**src/rtl/mem_port_arbiter_if.sv**
```systemverilog
// Handshake between the memory port arbiter (master) and the single-ported unified memory (slave).
interface mem_port_arbiter_if #(
   parameter int unsigned ADDR_W = 32,
   parameter int unsigned DATA_W = 32
);
   logic              mem_req;
   logic              mem_we;
   logic [ADDR_W-1:0] mem_addr;
   logic [DATA_W-1:0] mem_wdata;
   logic [DATA_W-1:0] mem_rdata;
   logic              mem_ack;

   modport master (
      output mem_req, mem_we, mem_addr, mem_wdata,
      input  mem_rdata, mem_ack
   );

   modport slave (
      input  mem_req, mem_we, mem_addr, mem_wdata,
      output mem_rdata, mem_ack
   );
endinterface

```
**src/rtl/mem_port_arbiter.sv**
```systemverilog
// Shares one single-ported memory between instruction fetch and load/store; data wins by default,
// a starvation counter forces a fetch grant after STARVE_MAX contested data grants.
module mem_port_arbiter #(
   parameter int unsigned ADDR_W     = 32,
   parameter int unsigned DATA_W     = 32,
   parameter int unsigned STARVE_MAX = 4
) (
   input  logic               clk,
   input  logic               reset,
   input  logic [ADDR_W-1:0]  PCF,
   input  logic               FetchReqF,
   input  logic               FlushF,
   input  logic [ADDR_W-1:0]  ALUOutM,
   input  logic [DATA_W-1:0]  WriteDataM,
   input  logic               MemReadM,
   input  logic               MemWriteM,
   output logic [DATA_W-1:0]  InstrF,
   output logic [DATA_W-1:0]  ReadDataM,
   output logic               StallF,
   output logic               StallM,
   mem_port_arbiter_if.master mem
);
   localparam int unsigned      CNT_W      = 4;
   localparam logic [CNT_W-1:0] STARVE_LIM = CNT_W'(STARVE_MAX);

   typedef enum logic [2:0] {IDLE, DATA, FETCH, DONE_D, DONE_F} arbStateT;

   arbStateT          state;
   arbStateT          stateNext;
   logic              memReq;
   logic              memReqNext;
   logic              memWe;
   logic              memWeNext;
   logic [ADDR_W-1:0] memAddr;
   logic [ADDR_W-1:0] addrNext;
   logic [DATA_W-1:0] memWdata;
   logic [DATA_W-1:0] wdataNext;
   logic [DATA_W-1:0] instrNext;
   logic [DATA_W-1:0] readDataNext;
   logic [CNT_W-1:0]  starveCnt;
   logic [CNT_W-1:0]  starveNext;
   logic              discard;
   logic              discardNext;
   logic              fetchDone;
   logic              fetchDoneNext;
   logic              dataDone;
   logic              dataDoneNext;
   logic              dataReq;
   logic              fetchPriority;
   logic              flushed;

   // Next-state and next-register values
   always_comb begin
      stateNext     = state;
      memWeNext     = memWe;
      addrNext      = memAddr;
      wdataNext     = memWdata;
      instrNext     = InstrF;
      readDataNext  = ReadDataM;
      starveNext    = starveCnt;
      discardNext   = discard;
      flushed       = 1'b0;
      dataReq       = MemReadM | MemWriteM;
      fetchPriority = FetchReqF && (starveCnt == STARVE_LIM);

      case (state)
         IDLE: begin
            discardNext = 1'b0;
            if (dataReq && !fetchPriority) begin
               stateNext = DATA;
               addrNext  = ALUOutM;
               wdataNext = WriteDataM;
               memWeNext = MemWriteM;
               if (FetchReqF && (starveCnt < STARVE_LIM)) begin
                  starveNext = starveCnt + CNT_W'(1);
               end
            end else if (FetchReqF) begin
               stateNext  = FETCH;
               addrNext   = PCF;
               memWeNext  = 1'b0;
               starveNext = '0;
            end
         end
         DATA: begin
            if (mem.mem_ack) begin
               if (!memWe) begin
                  readDataNext = mem.mem_rdata;
               end
               stateNext = DONE_D;
            end
         end
         FETCH: begin
            // A flush in the ack cycle still squashes the returning instruction
            flushed     = discard | FlushF;
            discardNext = flushed;
            if (mem.mem_ack) begin
               if (flushed) begin
                  stateNext   = IDLE;
                  discardNext = 1'b0;
               end else begin
                  instrNext = mem.mem_rdata;
                  stateNext = DONE_F;
               end
            end
         end
         DONE_D:  stateNext = IDLE;
         DONE_F:  stateNext = IDLE;
         default: stateNext = IDLE;
      endcase

      memReqNext    = (stateNext == DATA) || (stateNext == FETCH);
      dataDoneNext  = (stateNext == DONE_D);
      fetchDoneNext = (stateNext == DONE_F);
   end

   always_ff @(posedge clk or posedge reset) begin
      if (reset) begin
         state     <= IDLE;
         memReq    <= 1'b0;
         memWe     <= 1'b0;
         memAddr   <= '0;
         memWdata  <= '0;
         InstrF    <= '0;
         ReadDataM <= '0;
         starveCnt <= '0;
         discard   <= 1'b0;
         fetchDone <= 1'b0;
         dataDone  <= 1'b0;
      end else begin
         state     <= stateNext;
         memReq    <= memReqNext;
         memWe     <= memWeNext;
         memAddr   <= addrNext;
         memWdata  <= wdataNext;
         InstrF    <= instrNext;
         ReadDataM <= readDataNext;
         starveCnt <= starveNext;
         discard   <= discardNext;
         fetchDone <= fetchDoneNext;
         dataDone  <= dataDoneNext;
      end
   end

   assign mem.mem_req   = memReq;
   assign mem.mem_we    = memWe;
   assign mem.mem_addr  = memAddr;
   assign mem.mem_wdata = memWdata;

   assign StallF = FetchReqF & ~fetchDone;
   assign StallM = (MemReadM | MemWriteM) & ~dataDone;
endmodule

```
**src/flat_wrapper.sv**
```systemverilog
// flat-port wrapper written by rule: the top's interface ports become plain ports
module mem_port_arbiter_flat 
#(
   parameter int unsigned ADDR_W     = 32,
   parameter int unsigned DATA_W     = 32,
   parameter int unsigned STARVE_MAX = 4
)
  (clk, reset, PCF, FetchReqF, FlushF, ALUOutM, WriteDataM, MemReadM, MemWriteM, InstrF, ReadDataM, StallF, StallM, mem_mem_req, mem_mem_we, mem_mem_addr, mem_mem_wdata, mem_mem_rdata, mem_mem_ack);
  mem_port_arbiter_if #(.ADDR_W(ADDR_W), .DATA_W(DATA_W)) mem_i ();
  input  logic clk;
  input  logic reset;
  input  logic [ADDR_W-1:0] PCF;
  input  logic FetchReqF;
  input  logic FlushF;
  input  logic [ADDR_W-1:0] ALUOutM;
  input  logic [DATA_W-1:0] WriteDataM;
  input  logic MemReadM;
  input  logic MemWriteM;
  output logic [DATA_W-1:0] InstrF;
  output logic [DATA_W-1:0] ReadDataM;
  output logic StallF;
  output logic StallM;
  output wire logic [$bits(mem_i.mem_req)-1:0] mem_mem_req;
  output wire logic [$bits(mem_i.mem_we)-1:0] mem_mem_we;
  output wire logic [$bits(mem_i.mem_addr)-1:0] mem_mem_addr;
  output wire logic [$bits(mem_i.mem_wdata)-1:0] mem_mem_wdata;
  input wire logic [$bits(mem_i.mem_rdata)-1:0] mem_mem_rdata;
  input wire logic [$bits(mem_i.mem_ack)-1:0] mem_mem_ack;
  assign mem_mem_req = mem_i.mem_req;
  assign mem_mem_we = mem_i.mem_we;
  assign mem_mem_addr = mem_i.mem_addr;
  assign mem_mem_wdata = mem_i.mem_wdata;
  assign mem_i.mem_rdata = mem_mem_rdata;
  assign mem_i.mem_ack = mem_mem_ack;
  mem_port_arbiter #(.ADDR_W(ADDR_W), .DATA_W(DATA_W), .STARVE_MAX(STARVE_MAX)) u_core (.clk(clk), .reset(reset), .PCF(PCF), .FetchReqF(FetchReqF), .FlushF(FlushF), .ALUOutM(ALUOutM), .WriteDataM(WriteDataM), .MemReadM(MemReadM), .MemWriteM(MemWriteM), .InstrF(InstrF), .ReadDataM(ReadDataM), .StallF(StallF), .StallM(StallM), .mem(mem_i));
endmodule
```
**config.mk**
```make
export PLATFORM = sky130hd
export DESIGN_NAME = mem_port_arbiter_flat
export DESIGN_NICKNAME = d
export VERILOG_FILES = /design/src/rtl/mem_port_arbiter_if.sv /design/src/rtl/mem_port_arbiter.sv /design/src/flat_wrapper.sv
export SDC_FILE = /design/constraint.sdc
export NUM_CORES = 1
export LEC_CHECK = 0
export BUFFER_PORTS_ARGS = -buffer_cell sky130_fd_sc_hd__buf_2
export CORE_MARGIN = 10
export CORE_UTILIZATION = 47
export CTS_CLUSTER_DIAMETER = 80
export DETAILED_ROUTE_END_ITERATION = 6
export HOLD_SLACK_MARGIN = 0.06
export PLACE_DENSITY = 0.8
export SETUP_SLACK_MARGIN = 0.15
export SLEW_MARGIN = 15
export SYNTH_ARGS = -nofsm -noshare
export SYNTH_HDL_FRONTEND = slang
export SYNTH_SLANG_ARGS = --single-unit
```
**constraint.sdc**
```tcl
create_clock -name clk -period 4.2 [get_ports clk]
set_input_delay 0 -clock clk [delete_from_list [all_inputs] [get_ports clk]]
set_output_delay 0 -clock clk [all_outputs]
set_load 0.005 [all_outputs]
```
* Word-level counts from Yosys, hierarchy flattened
Index checks and enable logic that the tools add are counted.
** Storage, ports and cells
- Register bits :: 140
- Logic and storage cells :: 57
** Operators by class
- Reductions and logical operators :: 13
- $add $sub $neg :: 1
- Bitwise operators :: 8
- Multiplexer cells :: 15
- Magnitude comparators :: 1
- Equality and inequality tests :: 8
** Operator list (count)
- $mux W32 :: 2
- $mux W3 :: 5
- $mux W4 :: 3
- $eq A3 B2 Y1 const B :: 3
- $pmux W3 S3 :: 1
- $reduce_and A3 Y1 :: 3
- $eq A3 B1 Y1 const B :: 2
- $add A4 B1 Y4 const B :: 1
- $eq A4 B3 Y1 const B :: 1
- $lt A4 B3 Y1 const B :: 1
- $not A1 Y1 :: 4
- $reduce_and A2 Y1 :: 2
- $reduce_bool A2 Y1 :: 2
- $eq A3 B3 Y1 const B :: 1
- $logic_and A1 B1 Y1 :: 3
- $logic_not A3 Y1 :: 1
- $mux W1 :: 3
- $and A1 B1 Y1 :: 2
- $ne A2 B2 Y1 const B :: 1
- $or A1 B1 Y1 :: 2
- $pmux W1 S2 :: 1
- $logic_not A1 Y1 :: 1
- $logic_or A1 B1 Y1 :: 1

* Longest topological paths before layout
- Word-level depth :: 8
- Depth in mapped cells :: 8
- Mapped depth without buffers :: 6

* Worst setup path after synthesis
No wires, ideal clock.
- Kind :: register -> register
- From :: reg u_core.starveCnt[0]
- To :: reg u_core.memWdata[10], in the netlist u_core.mem.mem_wdata[10]
- Arrival :: 1575 ps
- Slack :: 2500 ps
- Path buffers :: 2
- Setup time :: 125 ps
- Clock period less this slack :: 1700 ps
- Data required time :: 4075 ps
- Cell stages (with the launch flop) :: 9
- Path through :: dfrtp_1 inv_1 ha_1 and3b_1 a21oi_2 nand2_1 buf_6 buf_6 mux2_4
** Between the ends
- Cells in the longest elaborated chain, start to end :: 5
** Ends and longest elaborated chain
- from (decl) :: RTL line mem_port_arbiter.sv:40 : logic [CNT_W-1:0] starveCnt;
- from (signal assigned) :: RTL line mem_port_arbiter.sv:137 : starveCnt <= starveNext;
- $eq A4 B3 Y1 :: RTL line mem_port_arbiter.sv:64 : fetchPriority = FetchReqF && (starveCnt == STARVE_LIM);
- $logic_and A1 B1 Y1 :: RTL line mem_port_arbiter.sv:64
- $logic_not A1 Y1 :: RTL line mem_port_arbiter.sv:69 : if (dataReq && !fetchPriority) begin
- $logic_and A1 B1 Y1 :: RTL line mem_port_arbiter.sv:69
- $reduce_and A2 Y1 (no line)
- to (signal assigned) :: RTL line mem_port_arbiter.sv:134 : memWdata <= wdataNext;
- to (decl) :: RTL line mem_port_arbiter.sv:36 : logic [DATA_W-1:0] memWdata;
Every way passes these cells.
A chain may end at the register's enable or synchronous reset.

* Worst setup path in the final report
- From :: reg u_core.starveCnt[0]
- To :: reg u_core.memAddr[14], in the netlist u_core.mem.mem_addr[14]
** Between the ends
- Cells in the longest elaborated chain, start to end :: 6
- Elaborated cells on any way between the ends :: 7
- Classes of those cells :: 1 x eq/ne; 1 x mux; 5 x reduce/logical
** Ends and longest elaborated chain
- $eq A4 B3 Y1 (*) :: RTL line mem_port_arbiter.sv:64
- $logic_and A1 B1 Y1 (*) :: RTL line mem_port_arbiter.sv:64
- $logic_not A1 Y1 (*) :: RTL line mem_port_arbiter.sv:69
- $logic_and A1 B1 Y1 (*) :: RTL line mem_port_arbiter.sv:69
- $reduce_bool A2 Y1 (no line)
- $reduce_and A2 Y1 (no line)
- to (signal assigned) :: RTL line mem_port_arbiter.sv:133 : memAddr <= addrNext;
- to (decl) :: RTL line mem_port_arbiter.sv:34 : logic [ADDR_W-1:0] memAddr;
Every way passes the cells marked *; elsewhere a longest branch is shown, timed or not.

==> flow_summary_export.csv <==
group,metric,value,unit
timing,relSlewSlack,24.9,%
detailed_routing,ant_nets,0,
detailed_routing,dr.pass1.iters,4,
finish,drive_gt1_share,59.8,%
synth,ys_seq_elements,140,
critical_path,arrival,3460,ps
global_route,grt_usage,24.3,%
global_route,grt_pass1_vias,5617,
global_route,grt-ovfl-total,0,
status,run_status,"complete, no violations",
floorplanning,fp-row-count,40,
global_route,grt_max_degree,102,
clock_tree,cts_buffer_depth,2,
critical_path,crit_chain,"inv_1 -> ha_1 -> and3b_1 -> a21oi_2 -> nand2_2 -> buf_4 -> o221a_2 -> dlygate4sd3_1",
synth,syn_inst,372,
timing,finalCritPeriodShare,75.6,%
critical_path,worstSetupPathType,"reg -> reg",
synth,yosysWarnings,0,
global_route,grt_first_pass_wirelength,33200,µm
pwr,leakage,0.00452,µW
timing,hold_viol_final,0,
detailed_routing,wl_per_cell,21.7,µm
run,max_cap_viol_count,0,
synth,ys_types,35,
timing,tightestPinTransition,1130,ps
pwr,irDropWorstVdd,0.000390,V
detailed_routing,drc,0,
detailed_routing,wl_met3,1180,µm
finish,nets,911,
synth,synth_top_area_cell,"dfrtp_1",
critical_path,r2r_cells,8,
detailed_routing,via_per_inst,5.07,
synth,synth_top_cell_area_share,60.2,%
finish,n_fill_cell,709,
synth,synth_area,5820,µm²
floorplanning,io-pin-count,267,
clock_tree,htree_levels,4,
floorplanning,die_area,17200,µm²
synth,synth-edff-count,0,
synth,ys.flop_type,"dfrtp_1",
clock_tree,post-cts-setup-buffer-count,0,
detailed_routing,vias,4856,
timing,skew,15.5,ps
timing,max_freq,0.315,GHz
timing,slew_violations,0,
critical_path,worstSetupEndpointType,"flop",
detailed_routing,met2WireLength,11500,µm
detailed_routing,initialDrtViolationCount,346,
detailed_routing,drt-met1-wl,7560,µm
floorplanning,die_w,131,µm
finish,syn2layout_area_growth,58.4,%
timing,rsz0062_at_grt,"no",
clock_tree,tritoncts,"done",
critical_path,slowest_delay,620,ps
detailed_routing,dr.max_layer_used,"met4",
hold_path,worstHoldPathType,"in -> async",
floorplanning,fp.coreArea,12100,µm²
timing,final.min_clock_period,3170,ps
clock_tree,path_clk_slew,60,ps
floorplanning,start_util,48.3,%
clock_tree,cts_sinks,140,
critical_path,slowest_stage,"nand2_2",
synth,syn_nets,509,
synth,seq_area_frac_synth,60.2,%
critical_path,path_max_fanout,35,
floorplanning,die_y,131,µm
critical_path,critPathLaunchType,"flop",
place,gp_congestion,0.832,
clock_tree,root_buffer,"clkbuf_16",
clock_tree,cts-buffers-inserted,17,
synth,synthTopCellsByArea,"dfrtp_1 60%, mux2_4 12%, mux2_2 9.7%, o221a_2 6.2%, or2_2 3.4%",
synth,avgSynthCellArea,15.6,µm²
timing,fin_tns_setup,0,ps
timing,finalSetupViolCount,0,
critical_path,critPathRequiredTime,4490,ps
pwr,power_density,757,nW/µm²
place,dp_hpwl,12600,µm
detailed_routing,finalWirelength,20800,µm
place,place.port_buffers,266,
synth,async_reset_ff_share,100,%
clock_tree,insertion_delay,420,ps
timing,holdWs,313,ps
finish,post-route-util,76.4,%
global_route,antenna_found_initial,3,
cells by family after synthesis:
group / Yosys count / share of synthesized area, %
flops: 140 / 60.2
xor+xnor: 1 / 0.151
compound gates: 47 / 7.87
buf+inv: 30 / 3.57
fa+ha+maj: 2 / 0.430
mux: 97 / 21.8
simple gates: 55 / 6.00
worst paths after layout:
check / from / end / slack (ps)
hold reg to reg: u_core.mem.mem_wdata[20] / u_core.mem.mem_wdata[20] / 500
setup / recovery: u_core.starveCnt[0] / u_core.mem.mem_addr[14] / 1030
max in group asynchronous: reset / u_core.fetchDone / 2750
setup reg to reg: u_core.starveCnt[0] / u_core.mem.mem_addr[14] / 1030
hold / removal: reset / u_core.ReadDataM[8] / 310
min in group clk: WriteDataM[25] / u_core.mem.mem_wdata[25] / 360
Yosys cell counts, drive strengths merged (2+ instances only):
| cell | n |
|---|---|
| nor3 | 2 |
| inv | 8 |
| ha | 2 |
| buf | 19 |
| o21a | 3 |
| nand2 | 3 |
| nand2b | 2 |
| a21oi | 6 |
| nor2 | 6 |
| nor2b | 2 |
| clkbuf | 3 |
| or2 | 32 |
| o221a | 32 |
| o21ai | 2 |
| mux2 | 97 |
| dfrtp | 140 |
report_power, final:
part	internal, µW	switching [µW]
Sequential	2020	445
Clock	1010	597
Combinational	1790	1110
sequential cells by signal, indices dropped and copies added, names as in the netlist:
name / flops
u_core.mem.mem_we: 1
u_core.mem.mem_addr: 32
u_core.state: 3
u_core.mem.mem_req: 1
u_core.discard: 1
u_core.InstrF: 32
u_core.mem.mem_wdata: 32
u_core.dataDone: 1
u_core.ReadDataM: 32
u_core.fetchDone: 1
u_core.starveCnt: 4
placed cells by master, fill, tap and decap left out, drive strengths merged, types with 3 or more instances in the layout:
master,Yosys,final
clkinv,0,4
or2,32,32
bufinv,0,4
buf,19,269
o221a,32,32
diode,0,3
nor2,6,6
dlygate4sd3,0,136
clkinvlp,0,4
dfrtp,140,140
o21a,3,3
a21oi,6,6
nand2,3,3
inv,8,10
clkbuf,3,18
mux2,97,97
layer usage:
layer  GRT usage [%]  vias up
met3            6.71       46
met5               0        -
met2            44.4      238
li1                -     2144
met4            10.7        0
met1            25.4     2428
worst max-delay path: cells and delay by family, from the launching register on:
| family | cells | cell delay, ps |
|---|---|---|
| flip-flops | 1 | 390 |
| AO/OA/AOI/OAI | 2 | 470 |
| adder cells (fa/ha/maj) | 1 | 200 |
| buffers and inverters | 3 | 1160 |
| AND/OR/NAND/NOR | 2 | 830 |
through the flow:
step                worst slack, ps  total power, µW  instance area [µm²]  instances
finish                         1030             6980                 9220        958
global route                    863             7340                 9220        958
CTS                            1080             6870                 9210        955
detailed placement             1570             4880                 7220        787
global placement               1650             4750                 7220        787
floorplan                       447             3860                 5820        372
area by class of cell:
class	count	area (µm²)	share of cell area, %
inverters	8	35.0	0.380
well taps	168	210	2.28
multi-input cells	202	2120	23.0
flip-flops and latches	140	3500	38.0
clock inverters	14	191	2.08
diodes	3	7.51	0.0814
repair buffers	405	2720	29.5
clock buffers	18	439	4.76
what timing repair did:
action                                 in CTS  in global routing
hold buffers                              136                  0
gates resized for setup                     0                  0
endpoints found under the hold margin     235                  0
(Power assumes the default switching activity.)
